--- config.mk ---
export PLATFORM = sky130hd
export DESIGN_NAME = mul_product_accumulator
export DESIGN_NICKNAME = d
export VERILOG_FILES = /design/src/rtl/mul_acc_pkg.sv /design/src/rtl/mul_acc_adder.sv /design/src/rtl/mul_product_accumulator.sv
export SDC_FILE = /design/constraint.sdc
export NUM_CORES = 1
export LEC_CHECK = 0
export ABC_AREA = 1
export ABC_CLOCK_PERIOD_IN_PS = 2600
export CORE_MARGIN = 2
export CORE_UTILIZATION = 39
export DETAILED_ROUTE_END_ITERATION = 12
export HOLD_SLACK_MARGIN = 0.06
export PLACE_DENSITY_LB_ADDON = 0.3
export SYNTH_ARGS = -nofsm -noshare
export SYNTH_HDL_FRONTEND = slang
export SYNTH_HIERARCHICAL = 1
export SYNTH_SLANG_ARGS = --single-unit
--- constraint.sdc ---
create_clock -name clk -period 2.6 [get_ports clk]
set_input_delay 0.39 -clock clk [delete_from_list [all_inputs] [get_ports clk]]
set_output_delay 0.39 -clock clk [all_outputs]
set_load 0.02 [all_outputs]
--- src/rtl/mul_acc_pkg.sv ---
// Shared types and helpers for the multiplier product accumulator.
// The saturating add is exercised only when MUL_ACC_SATURATE_EN is defined.
package mul_acc_pkg;

  typedef enum logic [0:0] {
    ACCUM = 1'b0,
    HOLD  = 1'b1
  } acc_state_e;

  localparam int CNT_WIDTH = 8;
  localparam int SAT_MAX_W = 128;
  localparam int SAT_IDX_W = 7;

  // Signed add of two w-bit values (sign-extended to SAT_MAX_W); returns {sum, ovf}
  // with the sum clamped to the w-bit signed range when the add overflows.
  function automatic logic [SAT_MAX_W:0] sat_add(
    input logic [SAT_MAX_W-1:0] a,
    input logic [SAT_MAX_W-1:0] b,
    input logic [SAT_IDX_W-1:0] w
  );
    logic [SAT_MAX_W-1:0] sum;
    logic [SAT_MAX_W-1:0] max_pos;
    logic                 ovf;
    sum     = a + b;
    max_pos = ({{(SAT_MAX_W-1){1'b0}}, 1'b1} << (w - 7'd1)) - {{(SAT_MAX_W-1){1'b0}}, 1'b1};
    ovf     = (a[w-7'd1] == b[w-7'd1]) && (sum[w-7'd1] != a[w-7'd1]);
    if (ovf) begin
      sum = a[w-7'd1] ? ~max_pos : max_pos;
    end
    return {sum, ovf};
  endfunction

endpackage

--- src/rtl/mul_acc_adder.sv ---
// Combinational sign-extend + add for the accumulator; clamps on signed
// overflow when MUL_ACC_SATURATE_EN is defined, otherwise wraps.
module mul_acc_adder
  import mul_acc_pkg::*;
#(
  parameter int RESULT_WIDTH = 32,
  parameter int ACC_WIDTH    = 40
) (
  input  logic [ACC_WIDTH-1:0]    acc_i,
  input  logic [RESULT_WIDTH-1:0] product_i,
  output logic [ACC_WIDTH-1:0]    sum_o,
  output logic                    ovf_o
);

  logic [ACC_WIDTH-1:0] prod_ext_s;

  assign prod_ext_s = ACC_WIDTH'($signed(product_i));

`ifdef MUL_ACC_SATURATE_EN
  logic [SAT_MAX_W:0] res_s;

  assign res_s = sat_add(SAT_MAX_W'($signed(acc_i)), SAT_MAX_W'($signed(prod_ext_s)),
                         SAT_IDX_W'(ACC_WIDTH));
  assign sum_o = res_s[ACC_WIDTH:1];
  assign ovf_o = res_s[0];
`else
  assign sum_o = acc_i + prod_ext_s;
  assign ovf_o = 1'b0;
`endif

endmodule

--- src/rtl/mul_product_accumulator.sv ---
// Sums NUM_TERMS signed products (fewer on flush) and holds the sum until taken.
// Optional clamping on overflow: define MUL_ACC_SATURATE_EN.
module mul_product_accumulator
  import mul_acc_pkg::*;
#(
  parameter int WIDTH        = 16,
  parameter int RESULT_WIDTH = 32,
  parameter int ACC_WIDTH    = 40,
  parameter int NUM_TERMS    = 4
) (
  input  logic                    clk,
  input  logic                    reset,
  input  logic                    in_valid,
  input  logic [RESULT_WIDTH-1:0] in_product,
  output logic                    in_ready,
  input  logic                    flush,
  output logic                    out_valid,
  output logic [ACC_WIDTH-1:0]    out_sum,
  output logic [CNT_WIDTH-1:0]    out_terms,
  output logic                    out_sat,
  input  logic                    out_ready
);

  generate
    if (RESULT_WIDTH != 2 * WIDTH || ACC_WIDTH < RESULT_WIDTH || ACC_WIDTH >= SAT_MAX_W ||
        NUM_TERMS < 1 || NUM_TERMS > 255) begin : g_bad_params
      $error("mul_product_accumulator: inconsistent parameters");
    end
  endgenerate

  acc_state_e           state_q, state_d;
  logic [ACC_WIDTH-1:0] acc_q, acc_d;
  logic [CNT_WIDTH-1:0] cnt_q, cnt_d;
  logic                 sat_q, sat_d;
  logic                 out_valid_q, out_valid_d;
  logic [ACC_WIDTH-1:0] out_sum_q, out_sum_d;
  logic [CNT_WIDTH-1:0] out_terms_q, out_terms_d;
  logic                 out_sat_q, out_sat_d;

  logic [ACC_WIDTH-1:0] add_sum_s;
  logic                 add_ovf_s;
  logic                 accept_s;
  logic [CNT_WIDTH-1:0] cnt_inc_s;

  mul_acc_adder #(
    .RESULT_WIDTH (RESULT_WIDTH),
    .ACC_WIDTH    (ACC_WIDTH)
  ) u_adder (
    .acc_i     (acc_q),
    .product_i (in_product),
    .sum_o     (add_sum_s),
    .ovf_o     (add_ovf_s)
  );

  // in_ready is forced low while reset is held so no product leaks into a discarded sum
  assign in_ready  = (state_q == ACCUM) && reset;
  assign accept_s  = in_valid && in_ready;
  assign cnt_inc_s = cnt_q + 8'd1;

  // Next-state, accumulation and output-capture logic
  always_comb begin
    state_d     = state_q;
    acc_d       = acc_q;
    cnt_d       = cnt_q;
    sat_d       = sat_q;
    out_valid_d = out_valid_q;
    out_sum_d   = out_sum_q;
    out_terms_d = out_terms_q;
    out_sat_d   = out_sat_q;
    case (state_q)
      ACCUM: begin
        out_valid_d = 1'b0;
        if (accept_s) begin
          acc_d = add_sum_s;
          cnt_d = cnt_inc_s;
          sat_d = sat_q | add_ovf_s;
          if (cnt_inc_s == CNT_WIDTH'(NUM_TERMS) || flush) begin
            out_sum_d   = add_sum_s;
            out_terms_d = cnt_inc_s;
            out_sat_d   = sat_q | add_ovf_s;
            out_valid_d = 1'b1;
            state_d     = HOLD;
          end else begin
            state_d = ACCUM;
          end
        end else if (flush && cnt_q != 8'd0) begin
          out_sum_d   = acc_q;
          out_terms_d = cnt_q;
          out_sat_d   = sat_q;
          out_valid_d = 1'b1;
          state_d     = HOLD;
        end else begin
          state_d = ACCUM;
        end
      end
      HOLD: begin
        if (out_ready) begin
          out_valid_d = 1'b0;
          acc_d       = '0;
          cnt_d       = 8'd0;
          sat_d       = 1'b0;
          state_d     = ACCUM;
        end else begin
          state_d = HOLD;
        end
      end
      default: begin
        out_valid_d = 1'b0;
        acc_d       = '0;
        cnt_d       = 8'd0;
        sat_d       = 1'b0;
        state_d     = ACCUM;
      end
    endcase
  end

  // State and output registers with synchronous active-low reset
  always_ff @(posedge clk) begin
    if (!reset) begin
      state_q     <= ACCUM;
      acc_q       <= '0;
      cnt_q       <= 8'd0;
      sat_q       <= 1'b0;
      out_valid_q <= 1'b0;
      out_sum_q   <= '0;
      out_terms_q <= 8'd0;
      out_sat_q   <= 1'b0;
    end else begin
      state_q     <= state_d;
      acc_q       <= acc_d;
      cnt_q       <= cnt_d;
      sat_q       <= sat_d;
      out_valid_q <= out_valid_d;
      out_sum_q   <= out_sum_d;
      out_terms_q <= out_terms_d;
      out_sat_q   <= out_sat_d;
    end
  end

  assign out_valid = out_valid_q;
  assign out_sum   = out_sum_q;
  assign out_terms = out_terms_q;
  assign out_sat   = out_sat_q;

endmodule

==> qor.csv, run 1 <==
stage,metric,value,unit
setup_path,WS Path Type,in -> reg,
place,GP Congestion,0.945,
timing,clock skew,0.00875,ns
floorplanning,width of the die,143,um
routing,vias per inst,4.81,
setup_path,required time worst endpoint,2.90,ns
floorplanning,IO Count,88,
clocking,clock slew at reported path FFs,0.07,ns
logic_synthesis,Mapped Area,7500,um^2
layout,footprint of the multi-input gates,4640,um^2
pwr,sequential power share,0.366,
pwr,Pleak,0.00490,uW
clocking,clock sinks,100,
layout,Final Core Density,0.517,
clocking,CTS tree,done,
timing,hold_ws,0.475,ns
pwr,pwr/cell area,484,nW/um^2
global_route,vias in the first global route,7384,
global_route,initial antenna violation count,0,
setup_path,CP endpoint kind,register,
clocking,Clock Latency Late Sink,0.36,ns
layout,FF+latch area,2000,um^2
clocking,CTS buffer count,9,
pwr,P_sw,1660,uW
place,buffers added on ports,87,
logic_synthesis,synth unique cells,36,
setup_path,CP max FO,5,
logic_synthesis,Yosys reg bits,100,
timing,crit share post-route,0.919,
clocking,clk root buf,clkbuf_16,
routing,drt total wl,21800,um
timing,Relative slew margins,0.604,
global_route,first-pass GRT wire length,35900,um
pwr,Pwr Total,4700,uW
timing,minimum clock period,2.39,ns
routing,drt pass-1 iters,5,
logic_synthesis,Syn Inst Count,1281,
timing,final slew viol count,0,
setup_path,R2R Setup Slk,0.34,ns
logic_synthesis,"area leader, netlist",dfxtp_1,
logic_synthesis,Post-synth EDFFs,0,
pwr,internal power,3040,uW
logic_synthesis,Synthesized Nets,1361,
timing,Sum Neg Setup Slack,0,ns
floorplanning,Initial Utilization,0.400,
timing,Slew @ Worst Pin,0.595,ns
floorplanning,Die H,143,um
layout,Syn-to-layout area delta,29.4,%
logic_synthesis,"Top FF cell, synth",dfxtp_1,
run_status,status,finished clean,
routing,initial detailed-routing violation count,551,
layout,# diodes,0,
logic_synthesis,syn avg cell area,5.86,um^2
routing,via count,8104,
timing,Max Fclk,0.419,GHz
pwr,Worst IR Drop VDD,0.281,mV
clocking,CTS Hold Bufs,0,
logic_synthesis,post-synthesis sequential area ratio,0.267,
min_path,hold crit path type,reg -> reg,
layout,# nets final,1527,
floorplanning,DIE AREA,20400,um^2
clocking,H-tree levels,3,
logic_synthesis,asr flop ratio synth,0,
global_route,GRT Resource Usage Total,0.220,
timing,Final Hold Viols,0,
global_route,largest net degree at the start of global routing,72,
routing,ANT nets after route,0,
layout,layout cells sized above 1,0.134,
routing,Residual DRC,0,
logic_synthesis,number of warnings issued by yosys,6,
floorplanning,num rows,50,
layout,Fillers,2004,
clocking,Max Root-Sink Buffers,2,
flow_run,maxcap violations,0,
setup_path,CP startpoint kind,primary input,
global_route,grt ovf,0,
floorplanning,core area,18800,um^2
logic_synthesis,Synth area leaders,"dfxtp_1 27%, nand2_1 24%, inv_1 8.7%, a21oi_1 7.7%, ha_1 7.0%",
pwr,clock share of power,0.291,
routing,wire per inst,12.9,um
timing,Final setup viols,0,
setup_path,Worst EP arrival,2.69,ns
place,DPL Wire Length,16600,um
pwr,combinational share of power,0.342,
logic_synthesis,top cell type's share of synthesized area,0.267,
pwr,Sw Ratio,0.354,
-- timing repair --
item	in CTS	in global routing
gates resized for setup	0	17
setup endpoints to repair	0	12
endpoints found under the hold margin	0	0
setup buffers	0	1
-- Yosys cell counts, types with 2 or more instances --
master    number
a21oi_1      115
a21oi_2       10
a31oi_1        4
buf_1          3
buf_2         22
buf_4          6
clkbuf_1      14
clkinv_1       2
dfxtp_1      100
ha_1          42
inv_1        173
inv_2         11
nand2_1      479
nand2_2        8
nand2b_1       2
nand3_1       83
nand3_2        6
nand4_1        3
nor2_1       122
nor2_2         5
nor2_4         2
nor3_1        11
o21a_1         3
o21ai_0       19
o21ai_1        2
o21bai_1       2
xnor2_1        6
xor2_1        18
-- kinds of logic (layout without fill, tap and decap cells) --
logic type / after synthesis / count (layout) / share of synthesized area
and+or+nand+nor: 723 / 723 / 0.392
buffers and inverters: 233 / 404 / 0.127
AOI/OAI and AO/OA: 157 / 157 / 0.113
DFF: 100 / 100 / 0.267
adders and majority gates: 43 / 43 / 0.0727
xor gates and xnor gates: 24 / 24 / 0.0280
other: 1 / 1 / 0.000500
-- layout make-up --
| class | count | area share |
|---|---|---|
| Sequential cell | 100 | 0.206 |
| Clock buffer | 10 | 0.0246 |
| Multi-Input combinational cell | 948 | 0.478 |
| Timing Repair Buffer | 202 | 0.183 |
| Inverter | 186 | 0.0719 |
| Clock inverter | 6 | 0.00541 |
| Tap cell | 234 | 0.0302 |
-- sequential cells by signal (all words and copies together) (netlist names) --
name / cells
out_terms: 8
acc_q: 40
state_q: 1
sat_q: 1
out_valid: 1
out_sum: 40
cnt_q: 8
out_sat: 1
-- layout by cell type, fill, tap and decap left out, types with 7 or more instances in the layout --
cell type / count
a21oi_1: 114
a21oi_2: 11
buf_4: 111
clkbuf_16: 9
clkdlybuf4s50_1: 86
dfxtp_1: 100
ha_1: 37
inv_1: 173
inv_2: 11
nand2_1: 476
nand2_2: 11
nand3_1: 82
nand3_2: 7
nor2_1: 117
nor2_2: 10
nor3_1: 10
o21ai_0: 19
xor2_1: 18
-- per-layer routing --
| layer | part of all wire | global-route usage | wire, um |
|---|---|---|---|
| met1 | 0.51 | 0.309 | 11100 |
| met2 | 0.44 | 0.358 | 9640 |
| met3 | 0.041 | 0.0302 | 890 |
| met4 | 0.0088 | 0.0485 | 191 |
| met5 | 0 | 0 | 0 |
-- worst max-delay path, cell delays in order --
cell             delay [ns]
clkdlybuf4s50_1        0.44
ha_1                   0.22
fa_2                   0.35
nand3_1                0.10
nand3_2                0.13
nand2_1                0.08
nand2_1                0.07
buf_4                  0.14
a31oi_1                0.20
xnor2_1                0.15
nand2_1                0.09
nand2_1                0.07
inv_1                  0.04
nand3_1                0.07
nand2_1                0.05
nor2_1                 0.09
-- per-stage QoR --
| step | worst slack [ns] | std cells | area (um^2) |
|---|---|---|---|
| global placement | -0.244 | 1669 | 9320 |
| global route | -0.0177 | 1686 | 9710 |
| finish | 0.211 | 1686 | 9710 |
| floorplan | 0.459 | 1281 | 7500 |
| detailed placement | -0.277 | 1669 | 9320 |
| CTS | 0.0995 | 1685 | 9610 |
-- path summary, 6_finish.rpt --
check | from | to | depth (start not counted)
worst max-delay path | in_product[0] | out_sum[14] | 16
worst min-delay path | sat_q | sat_q | 2
worst max register to register | acc_q[11] | out_sum[32] | 19
worst min register to register | sat_q | sat_q | 2
-- power groups by stage --
stage | Clock [uW] | Sequential [uW] | Combinational, uW
floorplan | 0 | 1810 | 885
global placement | 0 | 1750 | 1570
detailed placement | 0 | 1760 | 1580
CTS | 1410 | 1720 | 1590
global route | 1470 | 1740 | 1800
finish | 1370 | 1720 | 1610
Power figures use the tool's default switching activity.
==> inputs of run 2 (changes only) <==
--- a/config.mk
+++ b/config.mk
@@ -6,12 +6,11 @@
 export NUM_CORES = 1
 export LEC_CHECK = 0
 export ABC_AREA = 1
-export ABC_CLOCK_PERIOD_IN_PS = 2600
+export ABC_CLOCK_PERIOD_IN_PS = 2420
 export CORE_MARGIN = 2
-export CORE_UTILIZATION = 39
+export CORE_UTILIZATION = 40
 export DETAILED_ROUTE_END_ITERATION = 12
 export HOLD_SLACK_MARGIN = 0.06
-export PLACE_DENSITY_LB_ADDON = 0.3
 export SYNTH_ARGS = -nofsm -noshare
 export SYNTH_HDL_FRONTEND = slang
 export SYNTH_HIERARCHICAL = 1
==> constraint.sdc (replaced) <==
create_clock -name clk -period 2.42 [get_ports clk]
set_input_delay 0.363 -clock clk [delete_from_list [all_inputs] [get_ports clk]]
set_output_delay 0.363 -clock clk [all_outputs]
set_load 0.02 [all_outputs]
==> run 2 against run 1 <==
  * Non-clock buffer count is 21 higher
  * Critical path depth is 3 lower
  * Global-route usage is 1.2 points higher
  * First-iteration DRC count is 28% lower
  * Count of clock-buffer cells in the layout is 1 lower
  * Clock skew is 0.0033 ns higher
  * Sequential share of layout area is 1.4 points lower
  * Core utilization is 4.4 points higher
  * Clock power is 18% higher
  * Die area is 2.4% lower
  * Sequential cell count stayed put
  * Cell count is 1.2% higher
  * Largest cell class unchanged
  * Largest power group is now combinational logic
==> qor.csv, run 2 (synthesized netlist as in run 1, its figures left out) <==
stage,metric,value,unit
run_status,status,finished clean,
pwr,Pleak,0.00513,uW
setup_path,WS Path Type,in -> reg,
timing,Final setup viols,0,
pwr,internal power,3440,uW
layout,# diodes,0,
timing,Slew @ Worst Pin,0.579,ns
layout,"commonest non-fill, non-tap cell in the layout",nand2_1,
routing,drt total wl,23300,um
global_route,grt ovf,0,
pwr,pwr/cell area,516,nW/um^2
place,dpl ws,-0.403,ns
routing,drt pass-1 iters,5,
floorplanning,Initial Utilization,0.404,
routing,ANT nets after route,0,
setup_path,required time worst endpoint,2.68,ns
timing,final slew viol count,0,
clocking,H-tree levels,3,
pwr,P_sw,1930,uW
layout,Syn-to-layout area delta,39.0,%
timing,minimum clock period,2.33,ns
routing,via count,8142,
pwr,Sw Ratio,0.360,
setup_path,CP max FO,3,
layout,# nets final,1548,
flow_run,maxcap violations,0,
min_path,hold wc startpoint,out_sum[5],
setup_path,CP endpoint kind,register,
layout,final std cells w/o fill,1707,
place,Cells after DPL,1688,
pwr,combinational share of power,0.353,
min_path,hold crit path type,reg -> reg,
floorplanning,Die H,141,um
routing,initial detailed-routing violation count,396,
routing,vias per inst,4.77,
layout,Fillers,1885,
floorplanning,IO Count,88,
min_path,worst hold endpoint,out_sum[5],
global_route,initial antenna violation count,0,
clocking,Max Root-Sink Buffers,2,
clocking,clk root buf,clkbuf_16,
layout,layout cells sized above 1,0.204,
setup_path,R2R Path End,out_sum[23],
clocking,CTS tree,done,
pwr,sequential power share,0.346,
clocking,CTS buffer count,9,
clocking,clock slew at reported path FFs,0.08,ns
clocking,CTS Hold Bufs,0,
timing,Final Hold Viols,0,
global_route,first-pass GRT wire length,37000,um
place,GP Congestion,0.918,
global_route,largest net degree at the start of global routing,82,
floorplanning,core area,18600,um^2
timing,worst setup margin,0.0929,ns
timing,clock skew,0.0120,ns
clocking,Clock Latency Late Sink,0.36,ns
setup_path,R2R Setup Slk,0.15,ns
routing,wire per inst,13.6,um
setup_path,CP startpoint kind,primary input,
layout,"commonest cells after routing, fill and taps aside","453 x nand2_1, 171 x inv_1, 130 x buf_4",
setup_path,reg2reg path depth,12,
floorplanning,width of the die,141,um
floorplanning,DIE AREA,19900,um^2
timing,RSZ-0062 raised after global routing,yes,
pwr,Worst IR Drop VDD,0.388,mV
timing,Max Fclk,0.430,GHz
routing,Residual DRC,0,
pwr,Pwr Total,5380,uW
floorplanning,num rows,50,
layout,footprint of the multi-input gates,5140,um^2
timing,hold_ws,0.481,ns
min_path,hold depth,2,
place,buffers added on ports,87,
pwr,clock share of power,0.301,
timing,Sum Neg Setup Slack,0,ns
global_route,vias in the first global route,7351,
layout,FF+latch area,2000,um^2
clocking,clock sinks,100,
setup_path,Reg2Reg Launch Point,acc_q[22],
setup_path,Worst EP arrival,2.59,ns
timing,Relative slew margins,0.614,
global_route,GRT Resource Usage Total,0.231,
timing,crit share post-route,0.962,
place,DPL Wire Length,17200,um
[run 2: worst max path at each step]
stage	from	endpoint	slack, ns
2_1_floorplan	in_product[0]	out_sum[30]	0.31
3_3_place_gp	in_product[0]	out_sum[32]	-0.42
3_5_place_dp	in_product[0]	out_sum[32]	-0.40
4_1_cts	in_product[0]	out_sum[32]	0.005
5_1_grt	in_product[10]	out_sum[38]	-0.03
6_report	in_product[22]	out_sum[23]	0.09
[run 2: power by group through the flow]
stage | clock [uW] | combinational [uW] | sequential, uW
3_5_place_dp | 0 | 1750 | 1890
2_1_floorplan | 0 | 951 | 1950
6_report | 1620 | 1900 | 1860
3_3_place_gp | 0 | 1740 | 1890
4_1_cts | 1640 | 1760 | 1850
5_1_grt | 1690 | 2110 | 1880
[run 2: worst max-delay path: stages]
cell and delay [ns]:
clkdlybuf4s50_1 0.43, ha_1 0.33, a21oi_1 0.21, nand2_1 0.18
a21oi_2 0.23, nand3_4 0.17, xor2_1 0.18, nand2_1 0.11
nand2_2 0.12, inv_1 0.07, nand3_1 0.07, nand2_1 0.07
nor2_1 0.04
[run 2: per-stage QoR]
| stage | cell area [um^2] | util |
|---|---|---|
| final | 10400 | 0.561 |
| after global routing | 10400 | 0.561 |
| after CTS | 9800 | 0.527 |
| after detailed placement | 9480 | 0.510 |
| after global placement | 9480 | 0.510 |
| after floorplan | 7500 | - |
[run 2: timing repair]
item,in CTS,in global routing
setup buffers,0,4
pin swaps,0,24
gates resized for setup,1,124
endpoints found under the setup margin,2,35
[run 2: area by class of cell]
class	count	share of cell area
inverters	186	0.0670
clock buffers	9	0.0216
multi-input cells	948	0.493
flip-flops and latches	100	0.192
clock inverters	7	0.00900
well taps	234	0.0281
repair buffers	223	0.189
[run 2: layer usage]
metal / wire length (um) / vias up / GRT usage
met2: 10100 / 161 / 0.363
met5: 0 / - / 0
li1: - / 4323 / -
met1: 12100 / 3640 / 0.342
met3: 773 / 18 / 0.0231
met4: 305 / 0 / 0.0553
